`src/rtl/serial_subtractor.sv`:
```
// serial_subtractor: bit-serial subtractor. It computes diff = A - B - borrow_in one bit per
// clock, LSB first. One full-subtractor cell feeds a result shift register. A start/busy/done
// handshake sits in front of the datapath.
//
// Optional feature (compile-time macro SERSUB_OVERFLOW_EN): adds a registered 'overflow'
// output. This output is the two's-complement signed overflow of A - B - borrow_in.
//
// Ports:
//   clk         in   rising-edge clock
//   rst_n       in   asynchronous active-low reset
//   start       in   request; sampled only when not busy
//   A           in   [WIDTH-1:0] minuend, captured on the accepting edge
//   B           in   [WIDTH-1:0] subtrahend, captured on the accepting edge
//   borrow_in   in   initial borrow, captured on the accepting edge
//   busy        out  high while bits are being processed
//   done        out  one-cycle pulse; result valid
//   diff        out  [WIDTH-1:0] result, held until the next accepted start
//   borrow_out  out  final borrow (1 when A < B + borrow_in, unsigned)
//   overflow    out  signed overflow (only with SERSUB_OVERFLOW_EN)

module serial_subtractor #(
    parameter int unsigned WIDTH = 4
) (
    input  logic             clk,
    input  logic             rst_n,
    input  logic             start,
    input  logic [WIDTH-1:0] A,
    input  logic [WIDTH-1:0] B,
    input  logic             borrow_in,
    output logic             busy,
    output logic             done,
    output logic [WIDTH-1:0] diff,
    output logic             borrow_out
`ifdef SERSUB_OVERFLOW_EN
    ,
    output logic             overflow
`endif
);

    localparam int unsigned CW = $clog2(WIDTH + 1);

    typedef enum logic [1:0] {StIdle, StShift, StDone} state_t;

    state_t           state;
    logic [WIDTH-1:0] a_sr;
    logic [WIDTH-1:0] b_sr;
    // Holds the WIDTH-1 bits already produced. The last bit goes straight into diff.
    logic [WIDTH-2:0] res_sr;
    logic             br;
    logic [CW-1:0]    cnt;

`ifdef SERSUB_OVERFLOW_EN
    logic             a_msb;
    logic             b_msb;
`endif

    logic             a0;
    logic             b0;
    logic             d;
    logic             br_next;
    logic [WIDTH-1:0] res_next;
    logic             accept;
    logic             last_bit;

    always_comb begin
        a0       = a_sr[0];
        b0       = b_sr[0];
        d        = a0 ^ b0 ^ br;
        br_next  = (~a0 & b0) | (~a0 & br) | (b0 & br);
        res_next = {d, res_sr};
        // A new operation is accepted from IDLE or DONE. start is ignored while shifting.
        accept   = start && ((state == StIdle) || (state == StDone));
        last_bit = (cnt == CW'(WIDTH - 1));
    end

    always_ff @(posedge clk or negedge rst_n) begin
        if (!rst_n) begin
            state      <= StIdle;
            a_sr       <= '0;
            b_sr       <= '0;
            res_sr     <= '0;
            br         <= 1'b0;
            cnt        <= '0;
            busy       <= 1'b0;
            done       <= 1'b0;
            diff       <= '0;
            borrow_out <= 1'b0;
`ifdef SERSUB_OVERFLOW_EN
            a_msb      <= 1'b0;
            b_msb      <= 1'b0;
            overflow   <= 1'b0;
`endif
        end else if (accept) begin
            a_sr   <= A;
            b_sr   <= B;
            br     <= borrow_in;
            res_sr <= '0;
            cnt    <= '0;
            busy   <= 1'b1;
            done   <= 1'b0;
            state  <= StShift;
`ifdef SERSUB_OVERFLOW_EN
            a_msb  <= A[WIDTH-1];
            b_msb  <= B[WIDTH-1];
`endif
        end else begin
            unique case (state)
                StShift: begin
                    a_sr   <= a_sr >> 1;
                    b_sr   <= b_sr >> 1;
                    br     <= br_next;
                    res_sr <= res_next[WIDTH-1:1];
                    cnt    <= cnt + CW'(1);
                    if (last_bit) begin
                        diff       <= res_next;
                        borrow_out <= br_next;
                        busy       <= 1'b0;
                        done       <= 1'b1;
                        state      <= StDone;
`ifdef SERSUB_OVERFLOW_EN
                        // d is the result MSB on the final bit.
                        overflow   <= (a_msb != b_msb) && (d != a_msb);
`endif
                    end
                end
                StDone: begin
                    done  <= 1'b0;
                    state <= StIdle;
                end
                default: begin
                    done  <= 1'b0;
                    state <= StIdle;
                end
            endcase
        end
    end

endmodule
```
`config.mk`:
```
export PLATFORM = sky130hd
export DESIGN_NAME = serial_subtractor
export DESIGN_NICKNAME = d
export VERILOG_FILES = /design/src/rtl/serial_subtractor.sv
export SDC_FILE = /design/constraint.sdc
export NUM_CORES = 1
export LEC_CHECK = 0
export ABC_AREA = 0
export BUFFER_PORTS_ARGS = -buffer_cell sky130_fd_sc_hd__buf_2
export CORE_MARGIN = 2
export CORE_UTILIZATION = 30
export DETAILED_ROUTE_END_ITERATION = 12
export GPL_ROUTABILITY_DRIVEN = 0
export PLACE_DENSITY_LB_ADDON = 0.3
export SYNTH_ARGS = -nofsm -noshare
export SYNTH_HDL_FRONTEND = slang
export SYNTH_SLANG_ARGS = --single-unit
```
`constraint.sdc`:
```
create_clock -name clk -period 4 [get_ports clk]
set_clock_uncertainty 0.1 [all_clocks]
set_input_delay 0.8 -clock clk [delete_from_list [all_inputs] [get_ports clk]]
set_output_delay 0.8 -clock clk [all_outputs]
set_load 0.01 [all_outputs]
```
; ---- After elaboration in Yosys (flattened, before gate mapping)
; Index checks and enable logic that the tools add are counted.
[word_totals]
regBits = 24
output_inout_bits = 7
word_cells = 50
[op_classes]
eq_ne = 4
reduce_logical = 7
addsub = 1
muxes = 19
bitwise_logic = 9
[ops]
columns = operator, n
row1 = $mux W4, 4
row2 = $mux W3, 4
row3 = $mux W1, 8
row4 = $mux W2, 3
row5 = $reduce_bool A2 Y1, 2
row6 = $add A3 B1 Y3 const B, 1
row7 = $and A1 B1 Y1, 3
row8 = $eq A3 B2 Y1 const B, 1
row9 = $ne A3 B3 Y1 const B, 1
row10 = $reduce_and A3 Y1, 1
row11 = $eq A2 B1 Y1 const B, 1
row12 = $eq A2 B2 Y1 const B, 1
row13 = $logic_not A2 Y1, 1
row14 = $not A1 Y1, 2
row15 = $or A1 B1 Y1, 2
row16 = $reduce_and A2 Y1, 1
row17 = $xor A1 B1 Y1, 2
row18 = $logic_and A1 B1 Y1, 1
row19 = $logic_or A1 B1 Y1, 1

; ---- Longest topological paths before layout
; Gate-level depths: netlist (run 1).
[depth]
depth_word = 6
depth_mapped = 4

; ---- Least setup slack after synthesis (run 1)
; No wires, ideal clock.
[synth_path]
kind = register to register
from = register cnt[0]
to = register borrow_out
arrival_time_ns = 1.268
synth_period_minus_slack_ns = 1.493
path_stages_with_launch = 5
required_ns = 3.775
setup_slack_ns = 2.507
path_cell_list = dfrtp_1 -> ha_1 -> ha_1 -> nand3b_2 -> mux2_2
[synth_via]
elab_chain_cells = 2
[synth_lines]
columns = element, line_no
row1 = from (decl), 50  ; logic [CW-1:0] cnt;
row2 = from (signal assigned), 113  ; cnt <= cnt + CW'(1);
row3 = $eq A3 B2 Y1, 73  ; last_bit = (cnt == CW'(WIDTH - 1));
row4 = $reduce_and A3 Y1 (no line), --
row5 = to (signal assigned), 116  ; borrow_out <= br_next;
row6 = to (decl), 33  ; output logic borrow_out
; No other way between the ends.
; A chain may end at the register's enable or synchronous reset.

; ---- Worst setup path in the final report (run 1)
[layout_path]
from = register done
to = output port done
[layout_rtl]
columns = element, line_no
row1 = from (decl), 31  ; output logic done,
row2 = from (signal assigned), 85  ; done <= 1'b0;
row3 = from (signal assigned), 100  ; done <= 1'b0;
row4 = from (signal assigned), 118  ; done <= 1'b1;
; No word-level cell between the ends.

==> results of run 1 <==
## power by group
group / switching [mW] / leakage [nW] / internal [mW]
clock: 0.0735 / 0.0255 / 0.0694
sequential: 0.122 / 0.288 / 0.335
combinational: 0.133 / 0.346 / 0.219
## logic make-up (layout without fill, tap and decap cells)
logic type,count (synthesis),after routing
AOI/OAI and AO/OA,11,11
xor gates and xnor gates,1,1
adders and majority gates,3,3
buffers and inverters,12,28
DFF,23,23
muxes,30,30
and+or+nand+nor,14,14
## area by class of cell
| cell class | count | share of cell area |
|---|---|---|
| sequential | 23 | 0.4315 |
| multi-input combinational | 59 | 0.4043 |
| timing repair buffer | 18 | 0.06754 |
| tap | 48 | 0.04503 |
| clock buffer | 3 | 0.03096 |
| inverter | 6 | 0.01689 |
| clock inverter | 1 | 0.003752 |
## state kept, by name, indices dropped and copies added, names as in the netlist
register	flops
res_sr	3
diff	4
a_sr	4
busy	1
done	1
br	1
borrow_out	1
cnt	3
b_sr	4
state	1
## path summary, 6_finish.rpt
kind / cells past startpoint / to / startpoint
min: 1 / diff[1] / rst_n
max: 1 / done / done
max reg2reg: 2 / diff[2] / done
max in group asynchronous: 1 / b_sr[0] / rst_n
min reg2reg: 1 / diff[0] / diff[0]
min in group clk: 1 / diff[0] / diff[0]
## metal layers
layer / share of wire / track usage
met3: 0.042 / 0.03885
met1: 0.47 / 0.1326
met4: 0.0060 / 0.01531
met5: 0 / 0
met2: 0.48 / 0.1688
## per-stage QoR
| stage | hold WS (ps) | worst slack (ps) | util | cells | cell area [µm²] |
|---|---|---|---|---|---|
| CTS | 410.5 | 1655 | 0.3589 | 158 | 1334 |
| global route | 421.7 | 1566 | 0.3589 | 158 | 1334 |
| finish | 394.9 | 1686 | 0.3589 | 158 | 1334 |
| detailed placement | 390.2 | 1955 | 0.3465 | 154 | 1287 |
| global placement | 382.7 | 1996 | 0.3465 | 154 | 1287 |
| floorplan | 387.8 | 2507 | - | 94 | 1182 |
## layout by cell type (no fill, tap or decap), drive strengths merged, types with 3 or more instances in the layout
master	Yosys	final
dfrtp	23	23
mux2	7	7
nor2b	3	3
a22o	4	4
buf	6	18
inv	6	6
mux2i	23	23
clkbuf	0	3
nand2b	4	4
==> flow_summary.yaml, run 1 <==
critical_path:
  required_ps: 3100
  cp_cell_sequence: "buf_2"
  start_kind: "flop"
  critPathMaxFanout: 21
  worst_setup_path_end_kind: "output port"
  crit_buf_inv: 1
  critPathSlowestCell: "dfrtp_1"
  ff2ff_setup_slack_ps: 2200
  slowest_delay_ps: 880
  crit_family: "flip-flops"
  worst-setup-path-type: "flop to output port"
  arrival_ps: 1410
clocking:
  htreeDepth: 1
  post_cts_resized: 0
  insertion_delay_ps: 260
  clk_pin_slew_ps: 80
  cts_tree: "yes"
  cts_buffers: 3
  cts_setup_buffers: 0
  clk_path_buf_depth: 2
  cts-root-buf: "clkbuf_8"
  cts.sinks: 23
  hold_buffers: 0
route:
  wl_um: 1993
  vias: 740
  dr.pass1.iters: 2
  wl_per_cell_um: 12.61
  vias_per_cell: 4.684
  antenna_left: 0
  drtIter0Drc: 13
  drc_errors: 0
grt:
  antenna_found_initial: 0
  grt_pass1_wl_um: 3450
  grt_pass1_vias: 744
  grt_remaining_overflow: 0
  grt_use_total: 0.1033
  grt_max_degree: 25
sta:
  setup_violations: 0
  tns_ps: 0
  post-route-period-util: 0.5784
  period_minus_slack_ps: 2314
  fmax_mhz: 432.2
  hold_violations: 0
  grt_setup_unrepaired: "no"
  slew_headroom: 0.4335
  worstMarginPinSlew_ps: 849.8
  final-max-slew-violation-count: 0
synthesis:
  synthTopCellsByCount: "dfrtp_1, mux2i_1, inv_1"
  netlist.area_leader.share: 0.4868
  synth_xor_area_frac: 0.007407
  async_flop_share: 1.000
  synth_cell_types: 25
  synth_top_area_cell: "dfrtp_1"
  synthAdderAreaFrac: 0.03810
  syn_nets: 109
  yosys_warnings: 0
  synth_compound_area_frac: 0.07302
  syn_inst: 94
  synth_top_family_by_area: "multiplexers"
  synth.avg_cell_area_um2: 12.58
  synthFlopType: "dfrtp_1"
  synth_seq_area_share: 0.4868
  synth_area_leaders: "dfrtp_1, mux2i_1, mux2_2"
  synth-edff-count: 0
  synth.area.mux_share: 0.2646
  synth_area_um2: 1182
  synth_simple_gate_area_frac: 0.07302
  synth_seq_cells: 23
outcome:
  status: "finished, final reports clean"
layout:
  diodes: 0
  ff_latch_area_um2: 575.6
  layout-drive-gt1-share: 0.2727
  fillers: 394
  multiInputGateArea_um2: 539.3
  area_growth_pct: 12.80
  finalNetCount: 126
min_path:
  hold_path.class: "input port to async pin"
power:
  p_per_area_nw_per_um2: 713.2
  peakVddDrop_uv: 313.7
  power_uw: 951.2
  p_leak_nw: 0.6594
placement:
  io_buffer_count: 18
  post-dp-hpwl_um: 1425
floorplan:
  die_y_um: 66.78
  die-area_um2: 4460
  die-width_um: 66.78
  ios: 19
  core_um2: 3716
  fp-row-count: 22
  start_util: 0.3182
run:
  drv_cap: 0
No activity file was read; power rests on OpenSTA's default activity.
==> inputs of run 2 (changes only) <==
--- a/config.mk
+++ b/config.mk
@@ -5,7 +5,7 @@
 export SDC_FILE = /design/constraint.sdc
 export NUM_CORES = 1
 export LEC_CHECK = 0
-export ABC_AREA = 0
+export ABC_AREA = 1
 export BUFFER_PORTS_ARGS = -buffer_cell sky130_fd_sc_hd__buf_2
 export CORE_MARGIN = 2
 export CORE_UTILIZATION = 30
==> constraint.sdc (replaced) <==
create_clock -name clk -period 2.2 [get_ports clk]
set_clock_uncertainty 0.1 [all_clocks]
set_input_delay 0.44 -clock clk [delete_from_list [all_inputs] [get_ports clk]]
set_output_delay 0.44 -clock clk [all_outputs]
set_load 0.01 [all_outputs]
==> flow_summary.yaml, run 2 <==
critical_path:
  critPathSlowestCell: "dfrtp_1"
  worst_setup_path_end_kind: "output port"
  crit_buf_inv: 1
  worst-setup-path-type: "flop to output port"
  start_kind: "flop"
  required_ps: 1660
  cp_cell_sequence: "buf_2"
  arrival_ps: 900
  crit_family: "flip-flops"
  slowest_delay_ps: 440
  critPathMaxFanout: 3
clocking:
  clk_pin_slew_ps: 120
  htreeDepth: 1
  cts_setup_buffers: 0
  insertion_delay_ps: 310
  cts_buffers: 3
  cts-root-buf: "clkbuf_4"
  clk_path_buf_depth: 2
  cts.sinks: 23
  cts_tree: "yes"
  post_cts_resized: 0
synthesis:
  synth-edff-count: 0
  syn_inst: 110
  syn_nets: 125
  async_flop_share: 1.000
  netlist.area_leader.share: 0.5522
  synth_seq_area_share: 0.5522
  synth_area_leaders: "dfrtp_1, nand2_1, nand3_1"
  synth_cell_types: 15
  synth_area_um2: 1042
  synth_seq_cells: 23
  synth.avg_cell_area_um2: 9.475
  synth_most_common_cell: "nand2_1"
  yosys_warnings: 0
  synthFlopType: "dfrtp_1"
  synth_top_area_cell: "dfrtp_1"
  synthTopCellsByCount: "nand2_1, dfrtp_1, nand3_1, inv_1, o21ai_2"
sta:
  hold_violations: 0
  tns_ps: 0
  setup_violations: 0
  period_minus_slack_ps: 1444
  final-max-slew-violation-count: 0
  grt_setup_unrepaired: "no"
  post-route-period-util: 0.6565
  fmax_mhz: 692.4
  slew_headroom: 0.6622
  worstMarginPinSlew_ps: 506.7
grt:
  grt_remaining_overflow: 0
  grt_pass1_vias: 758
  grt_pass1_wl_um: 3394
  grt_use_total: 0.1073
  antenna_found_initial: 0
  grt_max_degree: 24
layout:
  top_regs: "a_sr: 4 flops, b_sr: 4 flops, diff: 4 flops"
  diodes: 0
  mostFrequentLayoutCell: "nand2_1"
  finalNetCount: 145
  fillers: 368
  layout-drive-gt1-share: 0.2558
  final_cell_mix: "nand2_1, dfrtp_1, nand3_1, buf_2, inv_1"
  area_growth_pct: 13.21
route:
  drtIter0Drc: 22
  antenna_left: 0
  vias_per_cell: 4.394
  wl_per_cell_um: 10.53
  wl_um: 1842
  vias: 769
  drc_errors: 0
  dr.pass1.iters: 4
outcome:
  status: "finished, final reports clean"
floorplan:
  fp-row-count: 21
  core_um2: 3337
  die_y_um: 62.94
  ios: 19
  start_util: 0.3123
  die-width_um: 62.94
  die-area_um2: 3961
placement:
  io_buffer_count: 18
  post-dp-hpwl_um: 1295
power:
  power_mw: 1.611
  peakVddDrop_uv: 518.6
  p_leak_nw: 0.6163
  p_per_area_nw_per_um2: 1366
min_path:
  hold_path.class: "input port to flop"
run:
  drv_cap: 0
run 2: cell count changes after synthesis, sizes merged, moves of 2 or more:
cell    delta
a22o       -4
a31o       -2
buf        -2
mux2       -7
mux2i     -23
nand2     +43
nand2b     -4
nand3     +21
nor2b      -3
nor3b      -2
o21ai      +2
run 2: stage by stage:
stage	hold slack, ps	cell area [µm²]	instances	utilization	setup WS (ps)
after floorplan	44.41	1042	110	-	917.6
after global placement	335.5	1144	170	0.3427	838.0
after detailed placement	337.1	1144	170	0.3427	782.3
after CTS	214.6	1180	175	0.3536	742.0
after global routing	210.0	1180	175	0.3536	583.3
final	224.4	1180	175	0.3536	755.8
run 2: kinds of logic after synthesis:
group                      count (synthesis)  synth area share
DFF                                       23            0.5522
and+or+nand+nor                           69            0.3013
buffers and inverters                     11           0.06962
adders and majority gates                  3           0.04321
AOI/OAI and AO/OA                          4           0.03361
run 2: worst min-delay path: stages:
cell	delay [ps]
buf_2	70
nand2_1	40
nand2_1	50
run 2: worst paths after layout:
| check | startpoint | to | slack (ps) | cells after the start |
|---|---|---|---|---|
| max | done | done | 760 | 1 |
| min in group asynchronous | rst_n | busy | 520 | 2 |
| min reg2reg | res_sr[0] | diff[0] | 390 | 2 |
| max reg2reg | state[0] | borrow_out | 780 | 5 |
| max in group asynchronous | rst_n | b_sr[1] | 1130 | 2 |
| min | B[3] | b_sr[3] | 220 | 3 |
run 2: repair_timing:
item	CTS	global route
endpoints found under the hold margin	23	0
hold buffers	1	0
endpoints found under the setup margin	0	0
run 2: final cells by class:
type                    instances  area, µm²  area share
flip-flops and latches         23      575.6      0.4878
clock buffers                   4      26.28     0.02227
inverters                       7      26.28     0.02227
repair buffers                 19      100.1     0.08484
well taps                      46      57.56     0.04878
multi-input cells              76      394.1      0.3340
run 2: metal layers:
| metal | wire [µm] | up-vias | GRT usage |
|---|---|---|---|
| li1 | - | 388 | - |
| met1 | 835 | 363 | 0.1355 |
| met2 | 894 | 16 | 0.1795 |
| met3 | 99 | 2 | 0.03784 |
| met4 | 13 | 0 | 0.01667 |
| met5 | 0 | - | 0 |
run 2: where the power goes:
part / internal [mW] / leakage (nW) / switching (mW)
clock network: 0.0708 / 0.0150 / 0.123
logic: 0.267 / 0.314 / 0.416
registers: 0.614 / 0.287 / 0.121
total: 0.951 / 0.616 / 0.660
